===== src/rtl/data_cache_controller.sv =====
// Miss/refill sequencer for a direct-mapped, write-back, write-allocate data cache.
// Owns tag/valid/dirty state and steps the external data array through writeback and refill.
module data_cache_controller #(
  parameter int unsigned ADDR_WIDTH = 32,
  parameter int unsigned DATA_WIDTH = 32,
  parameter int unsigned LINE_WORDS = 4,
  parameter int unsigned LINES      = 64
) (
  input  logic                          CLK,
  input  logic                          RSTN,
  input  logic                          CPU_REQ,
  input  logic                          CPU_WE,
  input  logic [ADDR_WIDTH-1:0]         CPU_ADDR,
  output logic                          CPU_STALL,
  output logic                          CPU_READY,
  output logic [$clog2(LINES)-1:0]      ARR_INDEX,
  output logic [$clog2(LINE_WORDS)-1:0] ARR_WORD,
  output logic                          ARR_WE,
  output logic                          ARR_WSEL,
  output logic                          MEM_REQ,
  output logic                          MEM_WE,
  output logic [ADDR_WIDTH-1:0]         MEM_ADDR,
  input  logic                          MEM_ACK
);

  localparam int unsigned BO = $clog2(DATA_WIDTH / 8);
  localparam int unsigned WW = $clog2(LINE_WORDS);
  localparam int unsigned IW = $clog2(LINES);
  localparam int unsigned OB = BO + WW;
  localparam int unsigned TW = ADDR_WIDTH - OB - IW;

  typedef enum logic [1:0] {StIdle, StCompare, StWriteback, StRefill} state_e;

  state_e                  state_q, state_d;
  logic [ADDR_WIDTH-1:BO]  req_addr_q;
  logic                    req_we_q;
  logic [WW-1:0]           cnt_q, cnt_d;
  logic [TW-1:0]           tag_q [LINES];
  logic [LINES-1:0]        valid_q, dirty_q;

  logic [IW-1:0] req_idx, cpu_idx;
  logic [TW-1:0] req_tag;
  logic [WW-1:0] req_word;
  logic          hit, last_beat, capture, line_fill, set_dirty;
  logic          unused_addr_lsbs;

  assign req_idx   = req_addr_q[OB+IW-1:OB];
  assign req_tag   = req_addr_q[ADDR_WIDTH-1:OB+IW];
  assign req_word  = req_addr_q[OB-1:BO];
  assign cpu_idx   = CPU_ADDR[OB+IW-1:OB];
  assign hit       = valid_q[req_idx] && (tag_q[req_idx] == req_tag);
  assign last_beat = (cnt_q == WW'(LINE_WORDS - 1));

  // Byte offset within a word never affects line handling.
  assign unused_addr_lsbs = ^CPU_ADDR[BO-1:0];

  always_comb begin
    state_d   = state_q;
    cnt_d     = cnt_q;
    capture   = 1'b0;
    line_fill = 1'b0;
    set_dirty = 1'b0;
    CPU_READY = 1'b0;
    ARR_WORD  = '0;
    ARR_WE    = 1'b0;
    ARR_WSEL  = 1'b0;
    MEM_REQ   = 1'b0;
    MEM_WE    = 1'b0;
    MEM_ADDR  = '0;
    ARR_INDEX = (state_q == StIdle) ? cpu_idx : req_idx;

    case (state_q)
      StIdle: begin
        if (CPU_REQ) begin
          capture = 1'b1;
          state_d = StCompare;
        end
      end
      StCompare: begin
        ARR_WORD = req_word;
        if (hit) begin
          CPU_READY = 1'b1;
          if (req_we_q) begin
            ARR_WE    = 1'b1;
            set_dirty = 1'b1;
          end
          state_d = StIdle;
        end else begin
          cnt_d   = '0;
          state_d = (valid_q[req_idx] && dirty_q[req_idx]) ? StWriteback : StRefill;
        end
      end
      StWriteback: begin
        MEM_REQ  = 1'b1;
        MEM_WE   = 1'b1;
        MEM_ADDR = {tag_q[req_idx], req_idx, cnt_q, {BO{1'b0}}};
        ARR_WORD = cnt_q;
        if (MEM_ACK) begin
          cnt_d = cnt_q + 1'b1;
          if (last_beat) state_d = StRefill;
        end
      end
      StRefill: begin
        MEM_REQ  = 1'b1;
        MEM_ADDR = {req_tag, req_idx, cnt_q, {BO{1'b0}}};
        ARR_WORD = cnt_q;
        if (MEM_ACK) begin
          ARR_WE   = 1'b1;
          ARR_WSEL = 1'b1;
          cnt_d    = cnt_q + 1'b1;
          if (last_beat) begin
            line_fill = 1'b1;
            state_d   = StCompare;
          end
        end
      end
      default: state_d = StIdle;
    endcase

    CPU_STALL = (state_q != StIdle) && !CPU_READY;
  end

  always_ff @(posedge CLK) begin
    if (!RSTN) begin
      state_q    <= StIdle;
      cnt_q      <= '0;
      valid_q    <= '0;
      dirty_q    <= '0;
      req_addr_q <= '0;
      req_we_q   <= 1'b0;
    end else begin
      state_q <= state_d;
      cnt_q   <= cnt_d;
      if (capture) begin
        req_addr_q <= CPU_ADDR[ADDR_WIDTH-1:BO];
        req_we_q   <= CPU_WE;
      end
      if (line_fill) begin
        valid_q[req_idx] <= 1'b1;
        dirty_q[req_idx] <= 1'b0;
      end
      if (set_dirty) dirty_q[req_idx] <= 1'b1;
    end
  end

  // Tags need no reset: a line's tag is only consulted once its valid bit is set.
  always_ff @(posedge CLK) begin
    if (line_fill) tag_q[req_idx] <= req_tag;
  end

endmodule


===== config.mk =====
export PLATFORM = sky130hd
export DESIGN_NAME = data_cache_controller
export DESIGN_NICKNAME = d
export VERILOG_FILES = /design/src/rtl/data_cache_controller.sv
export SDC_FILE = /design/constraint.sdc
export NUM_CORES = 2
export LEC_CHECK = 0
export BUFFER_PORTS_ARGS = -buffer_cell sky130_fd_sc_hd__buf_4
export CAP_MARGIN = 10
export CORE_UTILIZATION = 62
export DETAILED_ROUTE_END_ITERATION = 8
export GPL_ROUTABILITY_DRIVEN = 1
export GPL_TIMING_DRIVEN = 0
export PLACE_DENSITY = 0.76
export SYNTH_ARGS = -nofsm -noshare
export SYNTH_HDL_FRONTEND = slang
export SYNTH_SLANG_ARGS = --single-unit

===== constraint.sdc =====
create_clock -name CLK -period 3.9 [get_ports CLK]
set_input_delay 0.195 -clock CLK [delete_from_list [all_inputs] [get_ports CLK]]
set_output_delay 0.195 -clock CLK [all_outputs]
set_load 0.05 [all_outputs]

**Yosys cells after proc, flatten, opt, wreduce, memory -nomap -nowiden**

Memory sizes are Yosys's and may differ from the RTL's. A register that Yosys moved wholly into a read port is not among the register bits.
Index checks and enable logic that the tools add are counted.

- Bits in registers: 163
- Memory bits (writable): 1408
- Input bits: 37
- Output and inout bits: 46
- Logic and storage cells: 79
- Memories kept: 1

- Add/sub/neg operators: 1
- $lt $le $gt $ge: 2
- Equality and inequality tests: 12
- Multiplexer cells: 42
- Bitwise gates (word level): 4
- Reductions and logical operators: 11

Memory list:

| memory | depth | bits a word | rd ports | clocked after memory_dff | write ports | line | RTL |
|---|---|---|---|---|---|---|---|
| tag_q | 64 | 22 | 1 | 1 | 1 | 38 | `logic [TW-1:0] tag_q [LINES];` |

Operators with widths:

| operator | number |
|---|---|
| $mux 64 | 3 |
| $or 64x64->64 | 2 |
| $and 64x64->64 | 1 |
| $not 64->64 | 1 |
| $pmux 32 s2 | 1 |
| $eq 22x22->1 | 1 |
| $mux 1 | 20 |
| $mux 6 | 3 |
| $mux 2 | 8 |
| $bmux 1 s6 | 2 |
| $ne 2x2->1 const B | 6 |
| $pmux 2 s2 | 2 |
| $pmux 2 s4 | 1 |
| $lt 6x7->1 const B | 1 |
| $demux 1 s6 | 1 |
| $eq 2x2->1 const B | 3 |
| $ge 6x1->1 const B | 1 |
| $reduce_and 5->1 | 1 |
| $logic_and 1x1->1 | 4 |
| $reduce_bool 2->1 | 2 |
| $reduce_and 3->1 | 1 |
| $add 2x1->2 const B | 1 |
| $eq 2x1->1 const B | 1 |
| $logic_not 2->1 | 1 |
| other kinds (4) | 4 |

**Depth between registers and ports, before layout**

- Depth in word-level cells: 10
- Gate-level depth with buffers: 17
- Depth with buffers taken out: 10

**Least setup slack after synthesis**

Ideal clock, no wire load.

- Path type: reg2out
- From: register with a tool-made name
- To: output port ARR_WE
- Data arrival time: 3783 ps
- Required time: 3705 ps
- Setup slack: -78 ps
- Cell stages (with the launch flop): 14
- Path buffers: 5
- Path through: dfxtp_1 -> buf_6 -> buf_6 -> buf_6 -> buf_2 -> mux4_2 -> a31oi_1 -> nand3_1 -> a32o_1 -> xor2_1 -> nor4_2 -> nand4_2 -> clkbuf_1 -> o21bai_1

RTL lines:

| item | line | RTL |
|---|---|---|
| end, declared | 18 | `output logic ARR_WE,` |

==> results.json <==
{
  "status": "finished with violations",
  "violations": "setup timing",
  "holdWs_ns": 0.187,
  "row_count": 116,
  "power.density_nw_per_um2": 518,
  "ys_ff_latch": 1577,
  "cpLargestDelayFamily": "buffers and inverters",
  "drive_gt1_share_pct": 35.0,
  "grt_max_degree": 69,
  "hp-start": "RSTN",
  "yosys.area_share.simple_pct": 4.45,
  "cp-start-kind": "register",
  "highest_layer": "met5",
  "clock_latency_ns": 0.79,
  "drt_first_pass_iters": 7,
  "fmax_mhz": 192,
  "synth_fa_ha_area_share_pct": 0.120,
  "drv_cap": 0,
  "detailed_place_hpwl_um": 160000,
  "synth_area_leader_cell": "edfxtp_1",
  "fin_crit_sh_pct": 134,
  "synth_cell_types": 82,
  "area_growth_syn_to_layout_pct": 25.8,
  "clock_skew_ns": 0.0293,
  "die_area_um2": 102000,
  "synthTopCellsByCount": "edfxtp_1 (1,408), mux4_2 (312), nand2_1 (236)",
  "slew_viol_final": 0,
  "synthesis.instances": 3399,
  "synthFlopType": "edfxtp_1",
  "rsz0062_at_grt": "true",
  "critPathMostFrequentCell": "buf_16",
  "track_usage_pct": 49.8,
  "chipHeight_um": 319,
  "syn_avg_cell_area_um2": 18.4,
  "grt_overflow": 0,
  "synth_edf_count": 1408,
  "hp-class": "input port to register",
  "cts_tree": "yes",
  "m1WireLength_um": 76800,
  "gp_congestion": 1.04,
  "synthMuxAreaShare_pct": 14.8,
  "leakagePower_nw": 25.8,
  "slowest_delay_ns": 0.56,
  "final.fill_count": 5031,
  "finalWorstSetupSlack_ns": -1.32,
  "dieWidth_um": 319,
  "num-nets-final": 4073,
  "required_ns": 3.70,
  "drc_errors": 0,
  "antenna_left": 0,
  "final_area_um2": 78600,
  "synth_top_family_by_area": "multiplexers",
  "wl_per_cell_um": 46.8,
  "synth_compound_area_share_pct": 5.25,
  "wl_met2_um": 110000,
  "core_area_um2": 100000,
  "vias_per_cell": 7.70,
  "antenna_found_initial": 12,
  "cts_buffers": 155,
  "post-place-ws_ns": -2.76,
  "multi_input_area_um2": 17300,
  "wl_met3_um": 41800,
  "cp.arrival_ns": 5.02,
  "drt-initial-drc-count": 8997,
  "path_clk_slew_ns": 0.06,
  "path_cells": "buf_12, buf_16, buf_16, buf_16, buf_12, mux4_2, mux2i_1, a22oi_2, nand4_1, a21oi_2, a211oi_4, and4b_1, nand4_4, clkbuf_16, o21bai_4, buf_6",
  "grt_pass1_wl_um": 335000,
  "period_minus_slack_ns": 5.22,
  "ir_drop_mv": 0.405,
  "synth_area_um2": 62500,
  "regArea_um2": 45700,
  "cts.sinks": 1577,
  "cts_root_buf": "clkbuf_16",
  "h-tree-depth": 4,
  "crit_fanout": 8,
  "io_buffers": 77,
  "via_count": 42096,
  "crit_slowest_cell": "a211oi_4",
  "clk_path_buf_depth": 3,
  "relSlewSlack_pct": 13.0,
  "tightest_slew_ns": 1.30,
  "synthTopCellsByArea": "edfxtp_1 (68%), mux4_2 (11%), dfxtp_1 (5.4%)",
  "yosysWarnings": 0,
  "setup_viol": 120,
  "yosysSeqAreaShare_pct": 73.1,
  "finalSetupTns_ns": -46.62,
  "start_util_pct": 62.5,
  "async_reset_ff_share_pct": 0,
  "finalWirelength_um": 256000,
  "cp-end-kind": "output port",
  "io_pins": 83,
  "path_buf_inv": 7,
  "hold_viol_final": 0,
  "crit_type": "register to output port",
  "synthDominantCellAreaShare_pct": 67.7,
  "synth_xor_area_share_pct": 0.210,
  "dpl_cell_area_um2": 67300,
  "grt_pass1_vias": 40263,
  "synth_most_common_cell": "edfxtp_1",
  "final_util_pct": 78.6
}
## final cells by class
class                      count  area share, %
buffer                       209           3.61
multi-input combinational   1597           22.0
tap                         1298           2.07
sequential                  1577           58.1
clock inverter                99           1.49
antenna                        7         0.0223
inverter                      13         0.0684
timing repair buffer         477           7.37
clock buffer                 187           5.27
## cell usage in the layout, fill, tap and decap left out, types with 32 or more instances in the layout
cell	synthesis	layout
o22ai_2	14	41
buf_6	32	45
a21oi_1	43	35
clkinv_1	3	32
buf_16	0	66
clkbuf_16	0	163
nor2_1	124	45
buf_4	34	262
nand2_1	236	232
dlygate4sd3_1	0	44
dfxtp_1	169	142
o21a_1	65	64
clkbuf_1	84	67
buf_12	0	149
a21boi_0	32	32
mux2i_1	187	162
nand3_1	92	85
nor2_4	0	69
mux4_2	312	312
a22oi_1	52	46
o22ai_1	70	39
edfxtp_1	1408	1408
## path summary, 6_finish.rpt
check	endpoint	slack, ns	depth (start not counted)
setup / recovery	ARR_WE	-1.32	16
setup reg to reg	dirty_q[18]$_SDFF_PN0_	-0.72	18
hold reg to reg	valid_q[25]$_SDFFE_PN0P_	0.46	1
hold / removal	req_addr_q[29]$_SDFFE_PN0P_	0.19	3
## metal layers
layer  GRT usage [%]  vias to the layer above
met5               0                        -
met4            39.9                       12
met3            19.2                     1334
met2            72.5                     4868
met1            59.5                    20807
li1                -                    15075
## timing repair
action | CTS | global route
hold buffers | 44 | 0
setup buffers | 175 | 81
hold endpoints to repair | 44 | 0
pin swaps | 73 | 61
setup endpoints to repair | 1567 | 346
cloned | 2 | 1
gates resized for setup | 564 | 128
## through the flow
stage / cells / power [W]
finish: 5464 / 0.0407
global route: 5458 / 0.0411
CTS: 5379 / 0.0399
detailed placement: 4876 / 0.0236
global placement: 4775 / 0.0234
floorplan: 3400 / 0.0215
## kinds of logic after synthesis
| logic type | Yosys count |
|---|---|
| AOI/OAI and AO/OA | 447 |
| xor gates and xnor gates | 15 |
| adders and majority gates | 6 |
| buffers and inverters | 226 |
| DFF | 1577 |
| muxes | 528 |
| other | 1 |
| and+or+nand+nor | 599 |
## sequential cells by signal (all words and copies together), names as in the netlist, named ones only
name,count
tag_q,1408
dirty_q,64
valid_q,64
state_q,2
cnt_q,2
req_we_q,1
req_addr_q,30
## power by group
group,leakage (nW),switching [W],internal (W),total [W]
clock network,2.60,0.00673,0.00916,0.0159
registers,14.4,0.000212,0.0187,0.0189
logic,8.80,0.00371,0.00221,0.00592
## tightest hold or removal path: stages
cell and delay, ns:
clkbuf_1 0.28, clkbuf_1 0.28, a21boi_0 0.16
Note: power is estimated with default switching activity, not from simulation.
